--- config.mk ---
export PLATFORM = sky130hd
export DESIGN_NAME = mem_bus_arbiter
export DESIGN_NICKNAME = d
export VERILOG_FILES = /design/src/rtl/mem_bus_arbiter.sv
export SDC_FILE = /design/constraint.sdc
export NUM_CORES = 1
export LEC_CHECK = 0
export BUFFER_PORTS_ARGS = -buffer_cell sky130_fd_sc_hd__clkbuf_2
export CORE_ASPECT_RATIO = 0.5
export CORE_MARGIN = 1.5
export CORE_UTILIZATION = 48
export CTS_BUF_LIST = sky130_fd_sc_hd__clkbuf_16
export DETAILED_ROUTE_END_ITERATION = 12
export GPL_ROUTABILITY_DRIVEN = 0
export PLACE_DENSITY = 0.95
export SLEW_MARGIN = 25
export SYNTH_ARGS = -nofsm -noshare
export SYNTH_HDL_FRONTEND = slang
export SYNTH_SLANG_ARGS = --single-unit
--- constraint.sdc ---
create_clock -name clk -period 4.27 [get_ports clk]
set_input_delay 0.2135 -clock clk [delete_from_list [all_inputs] [get_ports clk]]
set_output_delay 0.2135 -clock clk [all_outputs]
set_load 0.05 [all_outputs]
--- src/rtl/mem_bus_arbiter.sv ---
// Single-beat memory bus arbiter for the IF and MEM pipeline ports.
// The data port always wins a simultaneous request. Every grant ends either
// with a slave ack or with a wait-state timeout abort. stall_o holds the
// pipeline while a requester is waiting.
module mem_bus_arbiter #(
  parameter int unsigned TIMEOUT = 255
) (
  input  logic        clk,
  input  logic        rst,
  input  logic        if_req,
  input  logic [31:0] if_addr,
  output logic [31:0] if_rdata,
  output logic        if_ack,
  output logic        if_err,
  input  logic        d_req,
  input  logic        d_we,
  input  logic [3:0]  d_sel,
  input  logic [31:0] d_addr,
  input  logic [31:0] d_wdata,
  output logic [31:0] d_rdata,
  output logic        d_ack,
  output logic        d_err,
  output logic        bus_stb,
  output logic        bus_we,
  output logic [3:0]  bus_sel,
  output logic [31:0] bus_addr,
  output logic [31:0] bus_wdata,
  input  logic [31:0] bus_rdata,
  input  logic        bus_ack,
  output logic [5:0]  stall_o
);

  typedef enum logic [1:0] {IDLE, GRANT_D, GRANT_IF} state_t;

  // Last wait-state cycle of a grant; the abort fires here, so the 8-bit
  // counter never wraps.
  localparam logic [7:0] CNT_LAST = 8'(TIMEOUT - 1);

  state_t      state, state_nxt;
  logic [7:0]  cnt, cnt_nxt;
  logic        stb_nxt, we_nxt;
  logic [3:0]  sel_nxt;
  logic [31:0] addr_nxt, wdata_nxt;
  logic        if_ack_nxt, if_err_nxt, d_ack_nxt, d_err_nxt;
  logic [31:0] if_rdata_nxt, d_rdata_nxt;
  logic        d_go, if_go;

  // Next-state and next registered bus/port values.
  always_comb begin
    state_nxt    = state;
    cnt_nxt      = cnt;
    stb_nxt      = bus_stb;
    we_nxt       = bus_we;
    sel_nxt      = bus_sel;
    addr_nxt     = bus_addr;
    wdata_nxt    = bus_wdata;
    if_ack_nxt   = 1'b0;
    if_err_nxt   = 1'b0;
    d_ack_nxt    = 1'b0;
    d_err_nxt    = 1'b0;
    if_rdata_nxt = if_rdata;
    d_rdata_nxt  = d_rdata;
    // A port still holding its request during its own ack pulse is not
    // reissued.
    d_go         = d_req & ~d_ack;
    if_go        = if_req & ~if_ack;

    case (state)
      IDLE: begin
        cnt_nxt = '0;
        if (d_go) begin
          state_nxt = GRANT_D;
          stb_nxt   = 1'b1;
          we_nxt    = d_we;
          sel_nxt   = d_sel;
          addr_nxt  = d_addr;
          wdata_nxt = d_wdata;
        end else if (if_go) begin
          state_nxt = GRANT_IF;
          stb_nxt   = 1'b1;
          we_nxt    = 1'b0;
          sel_nxt   = '1;
          addr_nxt  = if_addr;
        end
      end
      GRANT_D, GRANT_IF: begin
        if (bus_ack || cnt == CNT_LAST) begin
          state_nxt = IDLE;
          stb_nxt   = 1'b0;
          we_nxt    = 1'b0;
          cnt_nxt   = '0;
          if (state == GRANT_D) begin
            d_ack_nxt = 1'b1;
            d_err_nxt = ~bus_ack;
            if (!bus_ack)
              d_rdata_nxt = '0;
            else if (!bus_we)
              d_rdata_nxt = bus_rdata;
          end else begin
            if_ack_nxt   = 1'b1;
            if_err_nxt   = ~bus_ack;
            if_rdata_nxt = bus_ack ? bus_rdata : '0;
          end
        end else begin
          cnt_nxt = cnt + 8'd1;
        end
      end
      default: state_nxt = IDLE;
    endcase
  end

  // State, counter and all registered outputs.
  always_ff @(posedge clk) begin
    if (rst) begin
      state     <= IDLE;
      cnt       <= '0;
      bus_stb   <= 1'b0;
      bus_we    <= 1'b0;
      bus_sel   <= '0;
      bus_addr  <= '0;
      bus_wdata <= '0;
      if_ack    <= 1'b0;
      if_err    <= 1'b0;
      d_ack     <= 1'b0;
      d_err     <= 1'b0;
      if_rdata  <= '0;
      d_rdata   <= '0;
    end else begin
      state     <= state_nxt;
      cnt       <= cnt_nxt;
      bus_stb   <= stb_nxt;
      bus_we    <= we_nxt;
      bus_sel   <= sel_nxt;
      bus_addr  <= addr_nxt;
      bus_wdata <= wdata_nxt;
      if_ack    <= if_ack_nxt;
      if_err    <= if_err_nxt;
      d_ack     <= d_ack_nxt;
      d_err     <= d_err_nxt;
      if_rdata  <= if_rdata_nxt;
      d_rdata   <= d_rdata_nxt;
    end
  end

  // Pipeline stall: a waiting load/store freezes up to MEM, a waiting fetch up to ID.
  always_comb begin
    stall_o = '0;
    if (d_req && !d_ack)
      stall_o = 6'b011111;
    else if (if_req && !if_ack)
      stall_o = 6'b000111;
  end

endmodule

==> results of run 1 <==
-- kinds of logic after synthesis --
family | after synthesis | share of synthesized area (%)
DFF | 148 | 54.5
xor gates and xnor gates | 7 | 1.13
AOI/OAI and AO/OA | 146 | 22.4
buffers and inverters | 62 | 4.86
and+or+nand+nor | 202 | 15.3
other | 1 | 0.0690
adders and majority gates | 7 | 1.61
muxes | 1 | 0.184
-- power groups by stage --
stage          combinational (µW)  clock, µW  sequential, µW
3_3_place_gp                  912          0            1590
5_1_grt                       986       1520            1570
2_1_floorplan                 295          0            1980
4_1_cts                       933       1460            1560
6_report                      932       1440            1560
3_5_place_dp                  930          0            1590
-- worst max-delay path, delay by kind of cell (launching register included) --
| kind | cells | cell delay, ns |
|---|---|---|
| compound gates | 2 | 1.01 |
| simple gates | 2 | 0.21 |
| buf+inv | 2 | 0.73 |
| flops | 1 | 0.31 |
-- sequential cells by signal (all words and copies together), names as in the netlist --
register	cells
bus_addr	32
bus_sel	4
bus_stb	1
bus_wdata	32
bus_we	1
cnt	8
d_ack	1
d_err	1
d_rdata	32
if_ack	1
if_err	1
if_rdata	32
state	2
-- final timing paths --
| check | start | slack (ns) | endpoint |
|---|---|---|---|
| worst max register to register | d_ack | 1.90 | bus_addr[14] |
| worst max-delay path | d_ack | 1.90 | bus_addr[14] |
| worst min-delay path | d_wdata[16] | 0.03 | bus_wdata[16] |
| worst min register to register | bus_wdata[8] | 0.46 | bus_wdata[8] |
-- Yosys cell counts (2+ instances only) --
master	n	area [µm²]
nor2_1	44	165
dfxtp_1	148	2960
ha_1	7	87.6
buf_4	5	37.5
nand2_1	134	503
xnor2_1	2	17.5
a311oi_1	32	280
inv_1	5	18.8
xor2_1	5	43.8
a32o_1	65	651
o221a_2	4	45.0
and3_1	3	18.8
nand3_1	5	25.0
o21ai_0	3	15.0
nand2b_1	3	18.8
a21oi_1	36	180
clkbuf_1	40	150
nor2b_1	4	25.0
and2_1	2	12.5
buf_2	10	50.1
inv_2	2	7.51
-- per-layer routing --
metal,vias up,share of wire (%),wire length [µm]
li1,2566,-,-
met1,2568,41,6300
met2,191,52,7870
met3,26,5.4,815
met4,0,1.7,252
met5,-,0,0
-- per-stage QoR --
| step | instances | instance area [µm²] |
|---|---|---|
| 6_report | 982 | 7420 |
| 5_1_grt | 982 | 7420 |
| 4_1_cts | 982 | 7420 |
| 3_5_place_dp | 950 | 6850 |
| 3_3_place_gp | 950 | 6840 |
| 2_1_floorplan | 574 | 5440 |
-- layout by cell type, fill, tap and decap left out, types with 3 or more instances in the layout --
| master | n |
|---|---|
| o21ai_0 | 3 |
| o221a_2 | 4 |
| dfxtp_1 | 148 |
| nor2_1 | 44 |
| ha_1 | 7 |
| buf_4 | 6 |
| nand3_1 | 5 |
| a311oi_1 | 32 |
| nor2b_1 | 4 |
| clkbuf_2 | 280 |
| xor2_1 | 5 |
| nand2_1 | 133 |
| clkbuf_16 | 17 |
| a32o_1 | 65 |
| clkinv_4 | 5 |
| a21oi_1 | 35 |
| inv_8 | 3 |
| nand2b_1 | 3 |
| inv_1 | 5 |
-- cell type report --
class                   count  area [µm²]  share of cell area (%)
inverters                   7        26.3                   0.354
multi-input cells         364        2230                    30.1
well taps                 145         181                    2.44
clock buffers              17         425                    5.73
flip-flops and latches    148        2960                    39.9
clock inverters            15         149                    2.01
repair buffers            286        1450                    19.5
==> impl_metrics.json, run 1 <==
{
  "end_kind": "register",
  "ys_types": 36,
  "post_cts_resized": 0,
  "overflow": 0,
  "viasPerCell": 5.45,
  "syn_to_final_growth_pct": 36.6,
  "ir_worst_vdd_mv": 0.261,
  "finalSetupViolCount": 0,
  "route.detailed.drc": 0,
  "drt_pre_antenna_iters": 5,
  "pwr-share-clk_pct": 36.6,
  "cts_buffer_depth": 2,
  "holdWs_ns": 0.0250,
  "min_period_ns": 2.37,
  "slew_violations": 0,
  "crit_chain": "nand2b_1 > buf_4 > a21boi_4 > buf_4 > nor2_1 > a311oi_1",
  "drive_above_1_share_pct": 39.8,
  "cts_setup_buffers": 0,
  "ys.warnings.count": 0,
  "dp_hpwl_mm": 10.5,
  "ant_nets": 0,
  "fmax_ghz": 0.423,
  "first_iter_violations": 335,
  "swShare_pct": 35.1,
  "clockRootBuffer": "clkbuf_16",
  "synth_nets": 719,
  "postLayoutCoreUtil_pct": 67.4,
  "routed_wl_mm": 15.2,
  "slew_headroom_pct": 41.2,
  "synthCells": 574,
  "die_area_mm2": 0.0120,
  "slowest_delay_ns": 0.75,
  "setup_tns_ns": 0,
  "avgSynthCellArea_um2": 9.47,
  "antenna_found_initial": 0,
  "cts_tree": "done",
  "ys_seq_elements": 148,
  "power.density_mw_per_mm2": 530,
  "worst_r2r_path_depth": 6,
  "die_w_um": 153,
  "core_mm2": 0.0110,
  "avgRoutedWirePerCell_um": 15.5,
  "tightest_slew_ns": 0.880,
  "skew_ns": 0.0122,
  "cp_common_cell": "buf_4",
  "core.rowCount": 27,
  "synth_ff_type": "dfxtp_1",
  "met1_usage_pct": 28.3,
  "hold_path_depth": 3,
  "synth_edf_count": 0,
  "combPwrFrac_pct": 23.7,
  "power.total_uw": 3930,
  "arrival_ns": 2.68,
  "synthArstFlopShare_pct": 0,
  "grt.total_usage_pct": 24.8,
  "clkLatencyLatePin_ns": 0.41,
  "switching_power_uw": 1380,
  "grt_pass1_vias": 5192,
  "cell_internal_pwr_uw": 2550,
  "start_util_pct": 49.4,
  "cp-start-kind": "register",
  "crit_type": "register to register",
  "seq_power_share_pct": 39.7,
  "holdBufCountCts": 0,
  "rsz0062_at_grt": "no",
  "hp-class": "primary input to register",
  "synth_area_mm2": 0.00544,
  "outcome": "complete, no violations",
  "h-tree-depth": 4,
  "path_clk_slew_ns": 0.07,
  "crit_fanout": 37,
  "dp_slack_ns": 1.59,
  "seq_area_frac_synth_pct": 54.5,
  "layout.nets": 969,
  "fp.dieH_um": 78.2,
  "num-fill-cells": 896,
  "grt.met2_usage_pct": 44.3,
  "diodes": 0,
  "top_usage_layer": "met2",
  "final_hold_viol_count": 0,
  "io_pins": 282,
  "cp.required_ns": 4.58,
  "cap_violations": 0,
  "vias": 5351,
  "io_buffers": 280,
  "grt_pass1_wl_mm": 24.1,
  "use_met3_pct": 6.63,
  "grt_max_degree": 71,
  "setup_slack_ns": 1.90,
  "cts_sinks": 148,
  "p_leak_uw": 0.00346,
  "cp_slowest_cell": "a21boi_4",
  "cts_buffers": 17,
  "fin_crit_sh_pct": 55.4
}
(Power assumes the default switching activity.)
==> inputs of run 2 (changes only) <==
--- a/config.mk
+++ b/config.mk
@@ -8,11 +8,11 @@
 export BUFFER_PORTS_ARGS = -buffer_cell sky130_fd_sc_hd__clkbuf_2
 export CORE_ASPECT_RATIO = 0.5
 export CORE_MARGIN = 1.5
-export CORE_UTILIZATION = 48
+export CORE_UTILIZATION = 41
 export CTS_BUF_LIST = sky130_fd_sc_hd__clkbuf_16
 export DETAILED_ROUTE_END_ITERATION = 12
 export GPL_ROUTABILITY_DRIVEN = 0
-export PLACE_DENSITY = 0.95
+export PLACE_DENSITY = 0.88
 export SLEW_MARGIN = 25
 export SYNTH_ARGS = -nofsm -noshare
 export SYNTH_HDL_FRONTEND = slang
==> constraint.sdc (replaced) <==
create_clock -name clk -period 1.9 [get_ports clk]
set_input_delay 0.095 -clock clk [delete_from_list [all_inputs] [get_ports clk]]
set_output_delay 0.095 -clock clk [all_outputs]
set_load 0.05 [all_outputs]
==> run 2 against run 1 <==
Net effect:
- core utilization increased by 2.6 points
- clock-buffer cell count unchanged
- cell count increased by 17%
- clock skew decreased by 0.00055 ns
- power increased by 140%
- critical path depth unchanged
- die area increased by 17%
- wire length increased by 33%
- critical path type unchanged
- critical endpoint is now bus_addr[2]
- highest routed layer unchanged
==> impl_metrics.json, run 2 (synthesis gave the netlist of run 1 again) <==
{
  "outcome": "complete, no violations",
  "cts_setup_buffers": 0,
  "startpoint": "state[1]",
  "clkLatencyLatePin_ns": 0.42,
  "slowest_delay_ns": 0.40,
  "worst_r2r_path_depth": 6,
  "hp-class": "primary input to register",
  "core_mm2": 0.0128,
  "grt_pass1_wl_mm": 31.9,
  "min_period_ns": 1.88,
  "ant_nets": 0,
  "grt_pass1_vias": 6347,
  "start_util_pct": 42.4,
  "avgRoutedWirePerCell_um": 17.6,
  "routed_wl_mm": 20.2,
  "final_hold_viol_count": 0,
  "final_cell_mix": "clkbuf_2 (278), dfxtp_1 (146), nand2_1 (133), dlygate4sd3_1 (133), a32o_1 (65)",
  "clockRootBuffer": "clkbuf_16",
  "grt.total_usage_pct": 28.4,
  "io_pins": 282,
  "path_clk_slew_ns": 0.07,
  "first_iter_violations": 384,
  "vias": 6281,
  "layout.nets": 1112,
  "cts_sinks": 148,
  "slew_violations": 0,
  "route.detailed.drc": 0,
  "overflow": 0,
  "cp-start-kind": "register",
  "h-tree-depth": 4,
  "rr_startpoint": "state[1]",
  "setup_tns_ns": 0,
  "syn_to_final_growth_pct": 65.0,
  "cts_buffer_depth": 2,
  "core.rowCount": 29,
  "cts_buffers": 17,
  "min_to": "bus_sel[3]",
  "crit_type": "register to register",
  "cp_slowest_cell": "a311oi_1",
  "die_area_mm2": 0.0140,
  "skew_ns": 0.0117,
  "rrSetupSlack_ns": 0.02,
  "cts_tree": "done",
  "grt_max_degree": 71,
  "arrival_ns": 2.16,
  "dp_cells": 985,
  "cap_violations": 0,
  "p_leak_uw": 0.00411,
  "power.density_mw_per_mm2": 1050,
  "antenna_found_initial": 1,
  "holdCritStartpoint": "rst",
  "die_w_um": 166,
  "io_buffers": 280,
  "hold_path_depth": 3,
  "cp.required_ns": 2.18,
  "crit_fanout": 70,
  "drive_above_1_share_pct": 35.1,
  "drt_pre_antenna_iters": 6,
  "final_cells": 1151,
  "layout_commonest_cell": "clkbuf_2",
  "num-fill-cells": 847,
  "fmax_ghz": 0.531,
  "end_kind": "register",
  "r2r-end": "bus_addr[2]",
  "fp.dieH_um": 84.4,
  "finalSetupViolCount": 0,
  "crit_chain": "inv_1 > ha_1 > a21boi_4 > buf_12 > nor2_1 > a311oi_1",
  "ir_worst_vdd_mv": 0.475,
  "fin_crit_sh_pct": 99.1,
  "viasPerCell": 5.46,
  "dp_hpwl_mm": 11.0
}
-- run 2: worst max path at each step --
| stage | end | slack [ns] |
|---|---|---|
| after detailed placement | bus_stb | 0.02 |
| after CTS | stall_o[2] | -0.04 |
| final | bus_addr[2] | 0.02 |
| after floorplan | stall_o[1] | 0.04 |
| after global routing | stall_o[4] | -0.01 |
| after global placement | bus_stb | 0.11 |
-- run 2: worst max-delay path: cells and delay by family (launching register included) --
kind,cells,cell delay (ns)
adders and majority gates,1,0.24
DFF,1,0.34
AOI/OAI and AO/OA,2,0.62
buffers and inverters,2,0.40
and+or+nand+nor,1,0.12
-- run 2: layout make-up --
cell class | instances | area [µm²] | share of cell area (%)
multi-input combinational | 364 | 2240 | 25.0
antenna | 1 | 2.50 | 0.0279
tap | 170 | 213 | 2.37
clock buffer | 17 | 425 | 4.74
clock inverter | 15 | 179 | 2.00
sequential | 148 | 2970 | 33.1
timing repair buffer | 429 | 2920 | 32.5
inverter | 7 | 26.3 | 0.293
-- run 2: stage by stage --
stage	utilization, %	power (µW)	hold WS [ns]	area, µm²	setup slack, ns
2_1_floorplan	-	5110	0.231	5440	0.0364
3_3_place_gp	54.7	5680	0.317	7010	0.107
3_5_place_dp	54.7	5730	0.326	7010	0.0197
5_1_grt	70.0	9770	0.0606	8970	-0.0148
4_1_cts	69.9	9380	0.0445	8950	-0.0386
6_report	70.0	9410	0.0576	8970	0.0170
-- run 2: timing repair --
item | in CTS | in global routing
endpoints found under the hold margin | 133 | 0
resized for setup | 3 | 4
endpoints found under the setup margin | 5 | 7
hold buffers | 133 | 0
-- run 2: metal layers --
layer  track usage [%]  up-vias  wire length, µm
met5                 0        -                0
met4              18.6        0             1130
met3              7.40      103             1270
met2              51.1      336            10400
met1              29.8     2991             7390
li1                  -     2851                -
-- run 2: where the power goes --
| group | switching [µW] | leakage, µW | internal (µW) |
|---|---|---|---|
| clock network | 1540 | 0.000295 | 1900 |
| registers | 154 | 0.00121 | 3370 |
| logic | 1690 | 0.00260 | 761 |
